`src/rtl/adc_spi_xfer.sv`:
```
// Purpose: SPI master for a touch-screen ADC. It sends the X command byte and then the Y
//          command byte, collects the two 12-bit results, and commits them on FIN_TRANS.
// Latency: 48*DCLK_HALF CLK cycles per frame. DATA_VALID and the new coordinates appear one
//          cycle after FIN_TRANS.
// Backpressure: none. ENA_TRANS is a level request, and dropping it aborts a frame at once.
//
// Ports:
//   CLK, RST_n            system clock, asynchronous active-low reset
//   ENA_TRANS, FIN_TRANS  request level and commit pulse from the ADC control FSM
//   ADC_DOUT              serial result bits from the ADC
//   ADC_DCLK, ADC_DIN     serial clock (idle low) and command bits to the ADC, MSB first
//   X_DONE, Y_DONE        frame-complete levels, held until the state returns to IDLE
//   X_COORD, Y_COORD      last committed results
//   DATA_VALID            one-cycle pulse when the coordinates are updated
module adc_spi_xfer #(
   parameter int unsigned DCLK_HALF = 25,
   parameter logic [7:0]  CMD_X     = 8'hD0,
   parameter logic [7:0]  CMD_Y     = 8'h90
) (
   input  logic        CLK,
   input  logic        RST_n,
   input  logic        ENA_TRANS,
   input  logic        FIN_TRANS,
   input  logic        ADC_DOUT,
   output logic        ADC_DCLK,
   output logic        ADC_DIN,
   output logic        X_DONE,
   output logic        Y_DONE,
   output logic [11:0] X_COORD,
   output logic [11:0] Y_COORD,
   output logic        DATA_VALID
);

   typedef enum logic [1:0] {IDLE, XFER_X, XFER_Y, DONE} state_t;

   localparam logic [7:0] HALF_LAST = 8'(DCLK_HALF - 1);
   localparam logic [4:0] EDGE_LAST = 5'd23;
   localparam logic [4:0] RES_FIRST = 5'd9;
   localparam logic [4:0] RES_LAST  = 5'd20;

   state_t      state_q, state_d;
   logic [7:0]  cyc_q, cyc_d;         // CLK cycles spent in the current DCLK half-period
   logic        hi_q, hi_d;           // current DCLK phase; this flop drives ADC_DCLK directly
   logic [4:0]  edge_q, edge_d;       // index k of the current DCLK period in the frame
   logic [11:0] sreg_q, sreg_d;       // result bits being assembled, MSB first
   logic [11:0] x_shadow_q, x_shadow_d;
   logic [11:0] y_shadow_q, y_shadow_d;
   logic        shadow_ok_q, shadow_ok_d;
   logic [11:0] x_coord_q, x_coord_d;
   logic [11:0] y_coord_q, y_coord_d;
   logic        dv_q, dv_d;

   logic        in_xfer;
   logic [7:0]  cmd_sel;

   assign in_xfer = (state_q == XFER_X) || (state_q == XFER_Y);
   assign cmd_sel = (state_q == XFER_Y) ? CMD_Y : CMD_X;

   // Command bit 7-k is driven in the low phase before edge k. It is also held through the
   // high phase that follows, so that ADC_DIN does not change on the same CLK edge where the
   // ADC samples it.
   assign ADC_DIN    = in_xfer && (edge_q < 5'd8) && cmd_sel[~edge_q[2:0]];
   assign ADC_DCLK   = hi_q;
   assign X_DONE     = (state_q == XFER_Y) || (state_q == DONE);
   assign Y_DONE     = (state_q == DONE);
   assign X_COORD    = x_coord_q;
   assign Y_COORD    = y_coord_q;
   assign DATA_VALID = dv_q;

   always_comb begin
      state_d     = state_q;
      cyc_d       = cyc_q;
      hi_d        = hi_q;
      edge_d      = edge_q;
      sreg_d      = sreg_q;
      x_shadow_d  = x_shadow_q;
      y_shadow_d  = y_shadow_q;
      shadow_ok_d = shadow_ok_q;
      x_coord_d   = x_coord_q;
      y_coord_d   = y_coord_q;
      dv_d        = 1'b0;

      case (state_q)
         IDLE: begin
            if (ENA_TRANS) begin
               state_d     = XFER_X;
               shadow_ok_d = 1'b0;
               sreg_d      = '0;
            end
         end
         XFER_X, XFER_Y: begin
            if (!ENA_TRANS) begin
               // Abort: return to a quiet bus. The shadow registers keep their old contents.
               state_d = IDLE;
               cyc_d   = '0;
               hi_d    = 1'b0;
               edge_d  = '0;
               sreg_d  = '0;
            end else if (cyc_q == HALF_LAST) begin
               cyc_d = '0;
               if (!hi_q) begin
                  // DCLK rises on this edge. Only edges 9..20 carry result bits.
                  hi_d = 1'b1;
                  if ((edge_q >= RES_FIRST) && (edge_q <= RES_LAST)) begin
                     sreg_d = {sreg_q[10:0], ADC_DOUT};
                  end
               end else begin
                  hi_d = 1'b0;
                  if (edge_q == EDGE_LAST) begin
                     edge_d = '0;
                     sreg_d = '0;
                     if (state_q == XFER_X) begin
                        x_shadow_d = sreg_q;
                        state_d    = XFER_Y;
                     end else begin
                        y_shadow_d  = sreg_q;
                        shadow_ok_d = 1'b1;
                        state_d     = DONE;
                     end
                  end else begin
                     edge_d = edge_q + 5'd1;
                  end
               end
            end else begin
               cyc_d = cyc_q + 8'd1;
            end
         end
         DONE: begin
            if (!ENA_TRANS) begin
               state_d = IDLE;
            end
         end
         default: state_d = IDLE;
      endcase

      // The commit uses the registered SHADOW_OK, so a FIN_TRANS in the same cycle that
      // DONE exits to IDLE still commits.
      if (FIN_TRANS && shadow_ok_q) begin
         x_coord_d = x_shadow_q;
         y_coord_d = y_shadow_q;
         dv_d      = 1'b1;
      end
   end

   always_ff @(posedge CLK or negedge RST_n) begin
      if (!RST_n) begin
         state_q     <= IDLE;
         cyc_q       <= '0;
         hi_q        <= 1'b0;
         edge_q      <= '0;
         sreg_q      <= '0;
         x_shadow_q  <= '0;
         y_shadow_q  <= '0;
         shadow_ok_q <= 1'b0;
         x_coord_q   <= '0;
         y_coord_q   <= '0;
         dv_q        <= 1'b0;
      end else begin
         state_q     <= state_d;
         cyc_q       <= cyc_d;
         hi_q        <= hi_d;
         edge_q      <= edge_d;
         sreg_q      <= sreg_d;
         x_shadow_q  <= x_shadow_d;
         y_shadow_q  <= y_shadow_d;
         shadow_ok_q <= shadow_ok_d;
         x_coord_q   <= x_coord_d;
         y_coord_q   <= y_coord_d;
         dv_q        <= dv_d;
      end
   end

endmodule

```
`config.mk`:
```
export PLATFORM = sky130hd
export DESIGN_NAME = adc_spi_xfer
export DESIGN_NICKNAME = d
export VERILOG_FILES = /design/src/rtl/adc_spi_xfer.sv
export SDC_FILE = /design/constraint.sdc
export NUM_CORES = 1
export LEC_CHECK = 0
export CAP_MARGIN = 20
export CORE_MARGIN = 2
export CORE_UTILIZATION = 55
export CTS_CLUSTER_DIAMETER = 50
export DETAILED_ROUTE_END_ITERATION = 8
export PLACE_DENSITY = 0.77
export SYNTH_ARGS = -nofsm -noshare
export SYNTH_HDL_FRONTEND = slang
export SYNTH_SLANG_ARGS = --single-unit
```
`constraint.sdc`:
```
create_clock -name CLK -period 2.7 [get_ports CLK]
set_clock_uncertainty 0.2 [all_clocks]
set_input_delay 0.675 -clock CLK [delete_from_list [all_inputs] [get_ports CLK]]
set_output_delay 0.675 -clock CLK [all_outputs]
set_load 0.05 [all_outputs]
```
==> results.cfg, run 1 <==
[hold_path]
hp-class = in2async

[cells_and_area]
mostFrequentLayoutCells = dfrtp_1, mux2_2, clkdlybuf4s50_1
area_growth_pct = 20.9
fin_nets = 312
mostFrequentLayoutCell = dfrtp_1
fill_cells = 417
drive_gt1_frac = 0.286
n_antenna_cell = 0

[clock_network]
clock_latency_ns = 0.35
h-tree-depth = 3
clk_pin_slew_ns = 0.08
cts.sinks = 78
cts_root_buf = clkbuf_8
clockBufferDepth = 2
numCtsBuffers = 9
cts_tree = done

[logic_synthesis]
synth_nets = 268
synth-simple-area-share = 0.100
ys.flop_type = dfrtp_1
muxShareOfSynthArea = 0.168
ys_seq_area_frac = 0.576
ys_top_cells_by_area = dfrtp_1, mux2_2, a22o_1, ha_1, mux2_1
yosysWarnings = 0
synth-edff-count = 0
synth_top_area_cell = dfrtp_1
synthCells = 255
synth_cell_types = 45
synthAdderAreaFrac = 0.0295
ys_seq_elements = 78
synthXorXnorAreaFrac = 0.0155
synthArstFlopShare = 1.00
synth_area_mm2 = 0.00339
synth_top_family_by_area = multiplexers
syn_avg_cell_area_um2 = 13.3
synth_compound_area_frac = 0.0805
yosys.area.top_type_share = 0.576

[sta]
slew_viol_final = 0
fin_crit_sh = 0.971
max_slew.worst_pin.slew_ns = 0.503
fin_ws_ns = 0.0776
slew_headroom = 0.663
fin_crit_ns = 2.62
finalHoldViolations = 0
rsz0062_at_grt = false
max_freq_mhz = 381
finalSetupTns_ns = 0
setup_viol = 0
whs_ns = 0.0744

[worst_setup_path]
startpoint_type = flip-flop
critPathBufInv = 1
cp_slowest_cell = clkdlybuf4s50_1
endpoint_kind = output pin
required_ns = 1.82
critical_path_class = reg2out
cp_max_fo = 9
cp_cell_sequence = clkdlybuf4s50_1
cp.arrival_ns = 1.75
cpPeakStageDelay_ns = 0.87
path_delay_family = buffers and inverters

[power]
leakage_nw = 2.00
total_power_mw = 2.95
peakVddDrop_v = 0.000524
power_density_mw_per_mm2 = 721

[place]
dpl.hpwl_um = 4130
numPortBuffers = 33
dp_slack_ns = 0.143
globalplace.congestion = 0.854

[outcome]
status = complete, no violations

[floorplan]
rows = 28
start_util = 0.569
die_y_um = 82.5
dieArea_mm2 = 0.00681
die-width_um = 82.5
core_mm2 = 0.00596
io_pins = 34

[drt]
first_iter_violations = 126
vias_per_cell = 5.55
post_drt_wl_per_cell_um = 16.0
drc = 0
routed_wl_um = 6070
ant_nets = 0
num_vias = 2103
dr.pass1.iters = 4

[grt]
grt_usage = 0.202
grt_pass1_wl_um = 10100
gr-total-overflow = 0
antenna_found_initial = 0
grt_pass1_vias = 2044
grt_max_degree = 43

[run]
max_cap_viol_count = 0
==> cells in the mapped netlist (all sizes together) (3+ instances only) <==
cell	n
a21oi	8
a22o	12
buf	6
clkbuf	4
dfrtp	78
ha	8
inv	11
mux2	48
mux2i	3
nand2	11
nand3	5
nand4	5
nor2	14
nor4	3
o21ai	5
xor2	4
==> power by group <==
part	switching [mW]	internal [mW]
clock	0.438	0.552
sequential	0.0857	1.22
combinational	0.380	0.278
total	0.903	2.05
==> layer usage <==
layer,up-vias,GRT usage,routed length (um)
met1,1047,0.277,2920
met4,0,0.0934,113
li1,1007,-,-
met3,9,0.0391,179
met2,40,0.311,2870
met5,-,0,0
==> what timing repair did <==
item                                    in CTS  in global routing
resized for setup                            2                  2
hold buffers                                 0                  0
buffers inserted                             2                  0
endpoints found under the setup margin       1                  1
pin swaps                                    1                  0
==> flip-flops by register name, summed over array words and instances (netlist names) <==
name	flops
sreg_q	12
edge_q	5
Y_COORD	12
ADC_DCLK	1
x_shadow_q	12
y_shadow_q	12
DATA_VALID	1
X_COORD	12
state_q	2
cyc_q	8
shadow_ok_q	1
==> kinds of logic (layout without fill, tap and decap cells) <==
logic type | count (synthesis) | count (layout)
compound gates | 37 | 37
xor+xnor | 6 | 6
fa+ha+maj | 8 | 8
buf+inv | 21 | 70
flops | 78 | 78
mux | 51 | 51
simple gates | 54 | 54
==> cell type report <==
type	count	area, um^2	share of cell area
sequential	78	1950	0.476
multi-input combinational	156	1360	0.332
timing repair buffer	43	420	0.103
clock buffer	10	138	0.0336
clock inverter	6	93.8	0.0229
tap	75	93.8	0.0229
inverter	11	41.3	0.0101
==> path summary, 6_finish.rpt <==
check	start	endpoint	slack, ns	depth (start not counted)
min in group CLK	x_shadow_q[6]	x_shadow_q[6]	0.30	1
setup / recovery	ADC_DCLK	ADC_DCLK	0.08	1
hold / removal	RST_n	DATA_VALID	0.07	1
max in group asynchronous	RST_n	Y_COORD[0]	1.65	2
setup reg to reg	edge_q[0]	x_shadow_q[4]	0.36	5
hold reg to reg	x_shadow_q[6]	x_shadow_q[6]	0.30	1
==> metrics by stage <==
step            util  std cells  instance area (um^2)
3_3_place_gp   0.643        361                  3830
6_report       0.688        379                  4100
4_1_cts        0.686        379                  4090
2_1_floorplan      -        255                  3390
3_5_place_dp   0.643        361                  3830
5_1_grt        0.688        379                  4100
Power figures use the tool's default switching activity.
==> inputs of run 2 (changes only) <==
--- a/config.mk
+++ b/config.mk
@@ -10,7 +10,9 @@
 export CORE_UTILIZATION = 55
 export CTS_CLUSTER_DIAMETER = 50
 export DETAILED_ROUTE_END_ITERATION = 8
+export GPL_TIMING_DRIVEN = 0
 export PLACE_DENSITY = 0.77
+export SLEW_MARGIN = 20
 export SYNTH_ARGS = -nofsm -noshare
 export SYNTH_HDL_FRONTEND = slang
 export SYNTH_SLANG_ARGS = --single-unit
==> results.cfg, run 2 (same netlist as run 1, synthesis figures left out) <==
[worst_setup_path]
critical_path_class = reg2out
endpoint_kind = output pin
cp.arrival_ns = 1.74
cp_max_fo = 6
startpoint_type = flip-flop
required_ns = 1.82

[outcome]
status = complete, no violations

[cells_and_area]
drive_gt1_frac = 0.285
fin_nets = 313
fin_util = 0.689
mostFrequentLayoutCells = dfrtp_1, mux2_2, clkdlybuf4s50_1
mostFrequentLayoutCell = dfrtp_1
n_antenna_cell = 0
area_growth_pct = 21.0

[floorplan]
die-width_um = 82.5
io_pins = 34
die_y_um = 82.5
dieArea_mm2 = 0.00681
rows = 28
start_util = 0.569
core_mm2 = 0.00596

[power]
peakVddDrop_v = 0.000661
power_density_mw_per_mm2 = 719
total_power_mw = 2.95
leakage_nw = 1.99

[sta]
rsz0062_at_grt = false
max_freq_mhz = 383
slew_headroom = 0.575
fin_crit_ns = 2.61
finalHoldViolations = 0
setup_viol = 0
fin_crit_sh = 0.968
slew_viol_final = 0
max_slew.worst_pin.slew_ns = 0.637

[grt]
gr-total-overflow = 0
grt_pass1_vias = 2053
grt_max_degree = 49
antenna_found_initial = 0
grt_pass1_wl_um = 9950
grt_usage = 0.198

[clock_network]
clock_latency_ns = 0.34
numCtsBuffers = 9
clk_pin_slew_ns = 0.09
cts_tree = done
cts.sinks = 78
postCtsHoldBufs = 0
h-tree-depth = 3
clockBufferDepth = 2
cts_root_buf = clkbuf_8

[drt]
post_drt_wl_per_cell_um = 16.1
drc = 0
vias_per_cell = 5.63
routed_wl_um = 6110
dr.pass1.iters = 4
first_iter_violations = 116
ant_nets = 0
num_vias = 2138

[hold_path]
hp-class = in2async

[place]
numPortBuffers = 33
dpl.hpwl_um = 4240
globalplace.congestion = 0.845

[run]
max_cap_viol_count = 0
-- run 2: final cells by class --
class / instances / area, um^2
multi-input combinational: 156 / 1370
tap: 75 / 93.8
clock inverter: 6 / 92.6
sequential: 78 / 1950
fill: 418 / 1850
buffer: 9 / 57.6
inverter: 11 / 43.8
timing repair buffer: 35 / 358
clock buffer: 10 / 138
-- run 2: repair_timing --
action | in CTS | in global routing
setup endpoints to repair | 13 | 2
pin swaps | 1 | 0
cloned | 0 | 0
setup buffers | 0 | 1
gates resized for setup | 17 | 3
-- run 2: path summary, 6_finish.rpt --
kind / start / to / slack (ns) / cells past startpoint
worst max register to register: edge_q[1] / y_shadow_q[11] / 0.24 / 6
min in group CLK: x_shadow_q[7] / x_shadow_q[7] / 0.29 / 1
worst min register to register: x_shadow_q[7] / x_shadow_q[7] / 0.29 / 1
worst max-delay path: state_q[0] / X_DONE / 0.09 / 4
worst min-delay path: RST_n / DATA_VALID / 0.05 / 1
max in group asynchronous: RST_n / Y_COORD[6] / 1.69 / 2
-- run 2: where the power goes --
part	switching, mW	internal [mW]	total [mW]
clock network	0.445	0.551	0.996
registers	0.0756	1.22	1.30
logic	0.391	0.265	0.656
total	0.912	2.04	2.95
-- run 2: metrics by stage --
step,TNS [ns],cells,hold slack [ns],cell area [um^2],setup WS [ns]
3_3_place_gp,-154.10,363,0.266,3820,-1.90
6_report,0,380,0.0534,4100,0.0872
3_5_place_dp,-6.75,364,0.275,3840,-0.582
5_1_grt,0,380,0.0754,4100,0.0262
4_1_cts,0,379,0.0584,4090,0.0176
2_1_floorplan,0,255,0.179,3390,0.0521
-- run 2: worst max-delay path: stages, from the launching register on --
cell and delay, ns:
dfrtp_1 0.42, buf_4 0.15, ha_1 0.26, or2_2 0.32, clkbuf_2 0.24
-- run 2: per-layer routing --
layer | track usage | up-vias | routed length (um)
met5 | 0 | - | 0
met4 | 0.0738 | 0 | 82
met3 | 0.0391 | 8 | 192
met2 | 0.318 | 47 | 3000
met1 | 0.268 | 1074 | 2830
li1 | - | 1009 | -
==> inputs of run 3 (changes only) <==
--- a/config.mk
+++ b/config.mk
@@ -5,12 +5,12 @@
 export SDC_FILE = /design/constraint.sdc
 export NUM_CORES = 1
 export LEC_CHECK = 0
-export CAP_MARGIN = 20
 export CORE_MARGIN = 2
 export CORE_UTILIZATION = 55
 export CTS_CLUSTER_DIAMETER = 50
 export DETAILED_ROUTE_END_ITERATION = 8
 export GPL_TIMING_DRIVEN = 0
+export HOLD_SLACK_MARGIN = 0.15
 export PLACE_DENSITY = 0.77
 export SLEW_MARGIN = 20
 export SYNTH_ARGS = -nofsm -noshare
==> results.cfg, run 3 (same netlist as run 1, synthesis figures left out) <==
[outcome]
status = complete, no violations

[power]
power_density_mw_per_mm2 = 717
switching_power_mw = 0.913
leakage_nw = 2.00
peakVddDrop_v = 0.000661
p_sw_frac = 0.309
power_frac_seq = 0.439
p_clk_frac = 0.338
combPwrFrac = 0.223
power.internal_mw = 2.04

[clock_network]
numCtsBuffers = 9
cts.sinks = 78
clock_latency_ns = 0.34
h-tree-depth = 3
cts_root_buf = clkbuf_8
clk_pin_slew_ns = 0.09
clockBufferDepth = 2
cts_tree = done

[cells_and_area]
mostFrequentLayoutCells = dfrtp_1, mux2_2, clkdlybuf4s50_1
mostFrequentLayoutCell = dfrtp_1
area_growth_pct = 21.3
n_antenna_cell = 0
drive_gt1_frac = 0.284
fin_nets = 314

[worst_setup_path]
cp_cell_sequence = buf_4 -> ha_1 -> or2_2 -> clkbuf_2
cp_slowest_cell = dfrtp_1
cp.arrival_ns = 1.73
cp_max_fo = 6
startpoint_type = flip-flop
required_ns = 1.82
path_delay_family = flip-flops
critical_path_class = reg2out
critPathBufInv = 2
endpoint_kind = output pin
cpPeakStageDelay_ns = 0.42

[place]
dpl.hpwl_um = 4240
dp_slack_ns = -0.582
globalplace.congestion = 0.845
numPortBuffers = 33

[floorplan]
io_pins = 34
rows = 28
start_util = 0.569
die_y_um = 82.5
core_mm2 = 0.00596
dieArea_mm2 = 0.00681
die-width_um = 82.5

[drt]
first_iter_violations = 98
drc = 0
ant_nets = 0
post_drt_wl_per_cell_um = 16.0
dr.pass1.iters = 4
routed_wl_um = 6110
num_vias = 2135
vias_per_cell = 5.60

[grt]
grt_usage = 0.198
grt_pass1_vias = 2053
grt_max_degree = 49
gr-total-overflow = 0
antenna_found_initial = 0
grt_pass1_wl_um = 9950

[sta]
slew_headroom = 0.575
fin_crit_ns = 2.61
max_slew.worst_pin.slew_ns = 0.637
fin_ws_ns = 0.0933
rsz0062_at_grt = false
setup_viol = 0
slew_viol_final = 0
whs_ns = 0.287
finalHoldViolations = 0
fin_crit_sh = 0.965
max_freq_mhz = 384
finalSetupTns_ns = 0

[hold_path]
hp-class = reg2reg

[run]
max_cap_viol_count = 0
==> run 3: power by group through the flow <==
stage / sequential [mW] / combinational [mW] / clock, mW
floorplan: 1.32 / 0.426 / 0
global placement: 1.31 / 0.583 / 0
detailed placement: 1.31 / 0.604 / 0
CTS: 1.29 / 0.638 / 1.01
global route: 1.31 / 0.723 / 1.06
finish: 1.30 / 0.658 / 0.996
==> run 3: layout make-up <==
cell class | instances | area (um^2)
multi-input combinational | 156 | 1370
sequential | 78 | 1950
clock buffer | 10 | 138
timing repair buffer | 36 | 368
clock inverter | 6 | 92.6
inverter | 11 | 43.8
buffer | 9 | 57.6
fill | 417 | 1840
tap | 75 | 93.8
==> run 3: final timing paths <==
path / from / endpoint / slack, ns / depth (start not counted)
max: state_q[0] / X_DONE / 0.09 / 4
min: x_shadow_q[7] / x_shadow_q[7] / 0.29 / 1
max reg2reg: edge_q[1] / y_shadow_q[11] / 0.24 / 6
min reg2reg: x_shadow_q[7] / x_shadow_q[7] / 0.29 / 1
max in group asynchronous: RST_n / Y_COORD[6] / 1.14 / 3
min in group asynchronous: RST_n / DATA_VALID / 0.60 / 2
==> run 3: metrics by stage <==
step                utilization  power, mW  instances  area [um^2]
floorplan                     -       1.74        255         3390
global placement          0.641       1.89        363         3820
detailed placement        0.645       1.92        364         3840
CTS                       0.688       2.94        380         4100
global route              0.691       3.09        381         4110
finish                    0.691       2.95        381         4110
==> run 3: layer usage <==
layer | up-vias | global-route usage | share of wire
met5 | - | 0 | 0
met1 | 1074 | 0.268 | 0.47
li1 | 1011 | - | -
met2 | 42 | 0.318 | 0.49
met4 | 0 | 0.0738 | 0.013
met3 | 8 | 0.0391 | 0.029
==> run 3: what timing repair did <==
| action | CTS | global route |
|---|---|---|
| hold buffers | 1 | 0 |
| endpoints found under the setup margin | 13 | 2 |
| gates resized for setup | 17 | 3 |
| hold endpoints to repair | 30 | 0 |
| pin swaps | 1 | 0 |
| buffers inserted | 0 | 1 |
